==> src/rtl/alu_share_arbiter_if.sv <==
// rtl/alu_share_arbiter_if.sv - requester and ALU-side signal bundle for the shared ALU arbiter
interface alu_share_arbiter_if #(
  parameter int WIDTH  = 32,
  parameter int CTRL_W = 4
);
  logic              req0;
  logic [CTRL_W-1:0] ctrl0;
  logic [WIDTH-1:0]  a0;
  logic [WIDTH-1:0]  b0;
  logic              req1;
  logic [CTRL_W-1:0] ctrl1;
  logic [WIDTH-1:0]  a1;
  logic [WIDTH-1:0]  b1;
  logic              done0;
  logic              done1;
  logic [WIDTH-1:0]  result;
  logic              zero;
  logic              busy;
  logic [CTRL_W-1:0] alu_control;
  logic [WIDTH-1:0]  alu_a;
  logic [WIDTH-1:0]  alu_b;
  logic [WIDTH-1:0]  alu_result;
  logic              alu_zero;

  modport slave (
    input  req0, ctrl0, a0, b0, req1, ctrl1, a1, b1, alu_result, alu_zero,
    output done0, done1, result, zero, busy, alu_control, alu_a, alu_b
  );

  modport master (
    output req0, ctrl0, a0, b0, req1, ctrl1, a1, b1, alu_result, alu_zero,
    input  done0, done1, result, zero, busy, alu_control, alu_a, alu_b
  );
endinterface

==> src/rtl/alu_share_arbiter.sv <==
// rtl/alu_share_arbiter.sv - round-robin sharing of one ALU between two requesters
module alu_share_arbiter #(
  parameter int WIDTH  = 32,
  parameter int CTRL_W = 4
) (
  input logic                clock,
  input logic                reset,
  alu_share_arbiter_if.slave bus
);
  localparam logic [1:0] S_IDLE = 2'd0;
  localparam logic [1:0] S_EXEC = 2'd1;
  localparam logic [1:0] S_DONE = 2'd2;

  logic [1:0]        state;
  logic              last_grant;
  logic              pick1;
  logic              done0_q;
  logic              done1_q;
  logic              zero_q;
  logic [WIDTH-1:0]  result_q;
  logic [WIDTH-1:0]  a_q;
  logic [WIDTH-1:0]  b_q;
  logic [CTRL_W-1:0] ctrl_q;

  // On a tie, requester 1 wins only if requester 0 was served last.
  always_comb pick1 = bus.req1 & (~bus.req0 | ~last_grant);

  // last_grant doubles as the owner of the op in flight.
  always_ff @(posedge clock) begin
    if (reset) begin
      state      <= S_IDLE;
      last_grant <= 1'b1;
      done0_q    <= 1'b0;
      done1_q    <= 1'b0;
      result_q   <= '0;
      zero_q     <= 1'b0;
      ctrl_q     <= '0;
      a_q        <= '0;
      b_q        <= '0;
    end else begin
      case (state)
        S_IDLE: begin
          if (bus.req0 | bus.req1) begin
            last_grant <= pick1;
            ctrl_q     <= pick1 ? bus.ctrl1 : bus.ctrl0;
            a_q        <= pick1 ? bus.a1 : bus.a0;
            b_q        <= pick1 ? bus.b1 : bus.b0;
            state      <= S_EXEC;
          end
        end
        S_EXEC: begin
          result_q <= bus.alu_result;
          zero_q   <= bus.alu_zero;
          done0_q  <= ~last_grant;
          done1_q  <= last_grant;
          state    <= S_DONE;
        end
        S_DONE: begin
          done0_q <= 1'b0;
          done1_q <= 1'b0;
          ctrl_q  <= '0;
          a_q     <= '0;
          b_q     <= '0;
          state   <= S_IDLE;
        end
        default: state <= S_IDLE;
      endcase
    end
  end

  assign bus.done0       = done0_q;
  assign bus.done1       = done1_q;
  assign bus.result      = result_q;
  assign bus.zero        = zero_q;
  assign bus.busy        = (state != S_IDLE);
  assign bus.alu_control = ctrl_q;
  assign bus.alu_a       = a_q;
  assign bus.alu_b       = b_q;
endmodule
==> src/flat_wrapper.sv <==
// flat-port wrapper written by rule: the top's interface ports become plain ports
module alu_share_arbiter_flat 
#(
  parameter int WIDTH  = 32,
  parameter int CTRL_W = 4
)
  (clock, reset, bus_req0, bus_ctrl0, bus_a0, bus_b0, bus_req1, bus_ctrl1, bus_a1, bus_b1, bus_alu_result, bus_alu_zero, bus_done0, bus_done1, bus_result, bus_zero, bus_busy, bus_alu_control, bus_alu_a, bus_alu_b);
  alu_share_arbiter_if #(.WIDTH(WIDTH), .CTRL_W(CTRL_W)) bus_i ();
  input logic clock;
  input logic reset;
  input wire logic [$bits(bus_i.req0)-1:0] bus_req0;
  input wire logic [$bits(bus_i.ctrl0)-1:0] bus_ctrl0;
  input wire logic [$bits(bus_i.a0)-1:0] bus_a0;
  input wire logic [$bits(bus_i.b0)-1:0] bus_b0;
  input wire logic [$bits(bus_i.req1)-1:0] bus_req1;
  input wire logic [$bits(bus_i.ctrl1)-1:0] bus_ctrl1;
  input wire logic [$bits(bus_i.a1)-1:0] bus_a1;
  input wire logic [$bits(bus_i.b1)-1:0] bus_b1;
  input wire logic [$bits(bus_i.alu_result)-1:0] bus_alu_result;
  input wire logic [$bits(bus_i.alu_zero)-1:0] bus_alu_zero;
  output wire logic [$bits(bus_i.done0)-1:0] bus_done0;
  output wire logic [$bits(bus_i.done1)-1:0] bus_done1;
  output wire logic [$bits(bus_i.result)-1:0] bus_result;
  output wire logic [$bits(bus_i.zero)-1:0] bus_zero;
  output wire logic [$bits(bus_i.busy)-1:0] bus_busy;
  output wire logic [$bits(bus_i.alu_control)-1:0] bus_alu_control;
  output wire logic [$bits(bus_i.alu_a)-1:0] bus_alu_a;
  output wire logic [$bits(bus_i.alu_b)-1:0] bus_alu_b;
  assign bus_i.req0 = bus_req0;
  assign bus_i.ctrl0 = bus_ctrl0;
  assign bus_i.a0 = bus_a0;
  assign bus_i.b0 = bus_b0;
  assign bus_i.req1 = bus_req1;
  assign bus_i.ctrl1 = bus_ctrl1;
  assign bus_i.a1 = bus_a1;
  assign bus_i.b1 = bus_b1;
  assign bus_i.alu_result = bus_alu_result;
  assign bus_i.alu_zero = bus_alu_zero;
  assign bus_done0 = bus_i.done0;
  assign bus_done1 = bus_i.done1;
  assign bus_result = bus_i.result;
  assign bus_zero = bus_i.zero;
  assign bus_busy = bus_i.busy;
  assign bus_alu_control = bus_i.alu_control;
  assign bus_alu_a = bus_i.alu_a;
  assign bus_alu_b = bus_i.alu_b;
  alu_share_arbiter #(.WIDTH(WIDTH), .CTRL_W(CTRL_W)) u_core (.clock(clock), .reset(reset), .bus(bus_i));
endmodule
==> config.mk <==
export PLATFORM = sky130hd
export DESIGN_NAME = alu_share_arbiter_flat
export DESIGN_NICKNAME = d
export VERILOG_FILES = /design/src/rtl/alu_share_arbiter_if.sv /design/src/rtl/alu_share_arbiter.sv /design/src/flat_wrapper.sv
export SDC_FILE = /design/constraint.sdc
export NUM_CORES = 1
export LEC_CHECK = 0
export ABC_AREA = 1
export CAP_MARGIN = 5
export CORE_MARGIN = 8
export CORE_UTILIZATION = 35
export DETAILED_ROUTE_END_ITERATION = 8
export GPL_TIMING_DRIVEN = 0
export PLACE_DENSITY_LB_ADDON = 0.05
export SYNTH_ARGS = -nofsm -noshare
export SYNTH_HDL_FRONTEND = slang
export SYNTH_SLANG_ARGS = --single-unit
==> constraint.sdc <==
create_clock -name clock -period 1.5 [get_ports clock]
set_input_delay 0.15 -clock clock [delete_from_list [all_inputs] [get_ports clock]]
set_output_delay 0.15 -clock clock [all_outputs]
set_load 0.02 [all_outputs]
==> results.json, run 1 <==
{
  "outcome": "finished, violations left",
  "violations": "negative setup slack",
  "clock_latency_ns": 0.35,
  "fmax_mhz": 654,
  "io_buffers": 274,
  "ys_ff_latch": 106,
  "hp-class": "in2reg",
  "worstPathArrival_ns": 1.81,
  "syn_inst": 696,
  "period_minus_slack_ns": 1.53,
  "cts_buffers": 9,
  "yosys_warnings": 0,
  "area_growth_pct": 75.7,
  "setup_ws_ns": -0.0302,
  "setup_viol": 17,
  "crit_chain": "inv_6, ha_4, inv_4, nor3_4, buf_6, clkbuf_16, nand3_1, a21oi_1",
  "cts_tree": "done",
  "syn-cell-area_sq_um": 4930,
  "powerDensity_nw_per_um2": 1110,
  "crit_path_start_kind": "flip-flop",
  "ant_nets": 0,
  "maxSlewHeadroom": 0.620,
  "synth_area_leaders": "dfxtp_1, nand2_1, nand3b_1",
  "grt_pass1_vias": 5226,
  "post-route-period-util": 1.02,
  "cts.sinks": 106,
  "first_pass_iters": 4,
  "core_sq_um": 13800,
  "synth_nets": 874,
  "cpMaxStageDelayCell": "dfxtp_4",
  "crit_path_end_kind": "flip-flop",
  "synth_most_common_cell": "nand2_1",
  "yosysTopAreaCell": "dfxtp_1",
  "pin_count": 277,
  "tightest_slew_ns": 0.570,
  "hold_viol_final": 0,
  "fill_cells": 1299,
  "power_mw": 9.57,
  "grt_max_degree": 17,
  "skew_ns": 0.00411,
  "synth-main-ff-cell": "dfxtp_1",
  "hpwl_microns": 14000,
  "nets": 1165,
  "drc_errors": 0,
  "vdd_drop_max_mv": 0.698,
  "overflow": 0,
  "drt-wirelength-per-cell_microns": 16.0,
  "leakage_nw": 4.01,
  "die_area_sq_um": 18100,
  "cpPeakStageDelay_ns": 0.36,
  "viasPerCell": 4.69,
  "ys_top_cells_by_count": "nand2_1, dfxtp_1, inv_1, a21oi_1",
  "final_core_util": 0.626,
  "slew_violations": 0,
  "wirelength_microns": 18800,
  "diodes": 0,
  "htreeDepth": 3,
  "drtIter0Drc": 227,
  "crit_fanout": 5,
  "rsz0062_at_grt": "true",
  "start_util": 0.356,
  "root_buffer": "clkbuf_16",
  "cp.required_ns": 1.78,
  "grt_usage": 0.195,
  "synth_top_area_share": 0.431,
  "async_flop_share": 0,
  "grt_first_pass_wirelength_microns": 28200,
  "place.gp.congestion": 0.773,
  "rows": 43,
  "synth-edff-count": 0,
  "path_class": "reg2reg",
  "seq_area_frac_synth": 0.431,
  "ys_types": 20,
  "antenna_found_initial": 0,
  "num_vias": 5493,
  "maxCapViolations": 0,
  "drive_above_1_share": 0.0989,
  "die_h_microns": 135,
  "clk_path_buf_depth": 2,
  "clk_pin_slew_ns": 0.07,
  "die_x_microns": 135,
  "syn_area_per_cell_sq_um": 7.08
}
state kept, by name, indices dropped and copies added (netlist names):
register                flops
u_core.bus.alu_a           32
u_core.bus.zero             1
u_core.last_grant           1
u_core.bus.alu_control      4
u_core.bus.done0            1
u_core.bus.result          32
u_core.bus.alu_b           32
u_core.state                2
u_core.bus.done1            1
path summary, 6_finish.rpt:
check        depth (start not counted)                    to  slack (ns)                  from
max reg2reg                          8  u_core.bus.alu_a[17]       -0.03       u_core.state[0]
min reg2reg                          2  u_core.bus.alu_a[16]        0.46  u_core.bus.alu_a[16]
min                                  4     u_core.last_grant        0.32              bus_req1
max                                  8  u_core.bus.alu_a[17]       -0.03       u_core.state[0]
area by class of cell:
cell class / instances / area [sq um] / area share
clock buffer: 10 / 229 / 0.0264
tap: 180 / 225 / 0.0260
multi-input combinational: 461 / 2490 / 0.287
timing repair buffer: 280 / 2880 / 0.333
buffer: 54 / 315 / 0.0364
sequential: 106 / 2130 / 0.246
clock inverter: 5 / 104 / 0.0120
inverter: 75 / 292 / 0.0337
cell families after synthesis:
group,Yosys count,share of synthesized area
AOI/OAI and AO/OA,112,0.116
DFF,106,0.431
and+or+nand+nor,344,0.335
adders and majority gates,5,0.0127
buffers and inverters,129,0.106
placed cells by master (no fill, tap or decap), types with 4 or more instances in the layout:
master,netlist,layout
nand3b_1,68,68
nor2_1,66,66
dlygate4sd2_1,0,5
nand3_1,68,48
inv_1,74,72
buf_2,11,11
clkbuf_2,0,8
nand3_2,0,18
clkbuf_1,30,19
clkbuf_16,0,11
a21oi_1,71,58
buf_8,0,4
buf_4,4,8
nand2_1,140,138
dfxtp_1,106,104
dlymetal6s2s_1,0,26
buf_1,8,4
a21oi_2,0,13
clkdlybuf4s50_1,0,242
o21ai_0,38,38
critical path: cells and delay by family, from the launching register on:
| kind | cells | cell delay [ns] |
|---|---|---|
| buf+inv | 4 | 0.46 |
| flops | 1 | 0.36 |
| simple gates | 2 | 0.35 |
| fa+ha+maj | 1 | 0.16 |
| compound gates | 1 | 0.12 |
repair_timing:
action	in CTS	in global routing
pin swaps	2	17
setup buffers	4	0
hold buffers	0	0
cloned	0	2
endpoints found under the setup margin	105	123
gates resized for setup	39	85
metal layers:
| metal | vias up | routed length, microns | part of all wire | GRT usage |
|---|---|---|---|---|
| met3 | 18 | 1880 | 0.10 | 0.0732 |
| met5 | - | 0 | 0 | 0 |
| met2 | 193 | 8820 | 0.47 | 0.320 |
| li1 | 2808 | - | - | - |
| met1 | 2474 | 7760 | 0.41 | 0.229 |
| met4 | 0 | 312 | 0.017 | 0.0674 |
power breakdown:
group          leakage (nW)  switching, mW  internal [mW]
Clock                 0.163           1.09           1.63
Combinational          2.97           1.80           1.66
Sequential            0.874          0.184           3.20
Total                  4.01           3.08           6.49
metrics by stage:
step / TNS (ns) / instance area (sq um) / instances / hold WS, ns / setup WS (ns)
6_report: -0.217 / 8660 / 1171 / 0.324 / -0.0302
5_1_grt: -5.42 / 8660 / 1171 / 0.376 / -0.119
4_1_cts: 0 / 8330 / 1169 / 0.310 / 0.00284
3_5_place_dp: -31.44 / 7900 / 1150 / 0.454 / -0.546
3_3_place_gp: -29.14 / 7900 / 1150 / 0.450 / -0.514
2_1_floorplan: 0 / 4930 / 696 / 0.285 / 0.000598
Note: power is estimated with default switching activity, not from simulation.
==> inputs of run 2 (changes only) <==
--- a/config.mk
+++ b/config.mk
@@ -12,6 +12,7 @@
 export DETAILED_ROUTE_END_ITERATION = 8
 export GPL_TIMING_DRIVEN = 0
 export PLACE_DENSITY_LB_ADDON = 0.05
+export SLEW_MARGIN = 20
 export SYNTH_ARGS = -nofsm -noshare
 export SYNTH_HDL_FRONTEND = slang
 export SYNTH_SLANG_ARGS = --single-unit
==> results of run 2 <==
No change in the layout: final DEF, timing and power equal those of run 1.
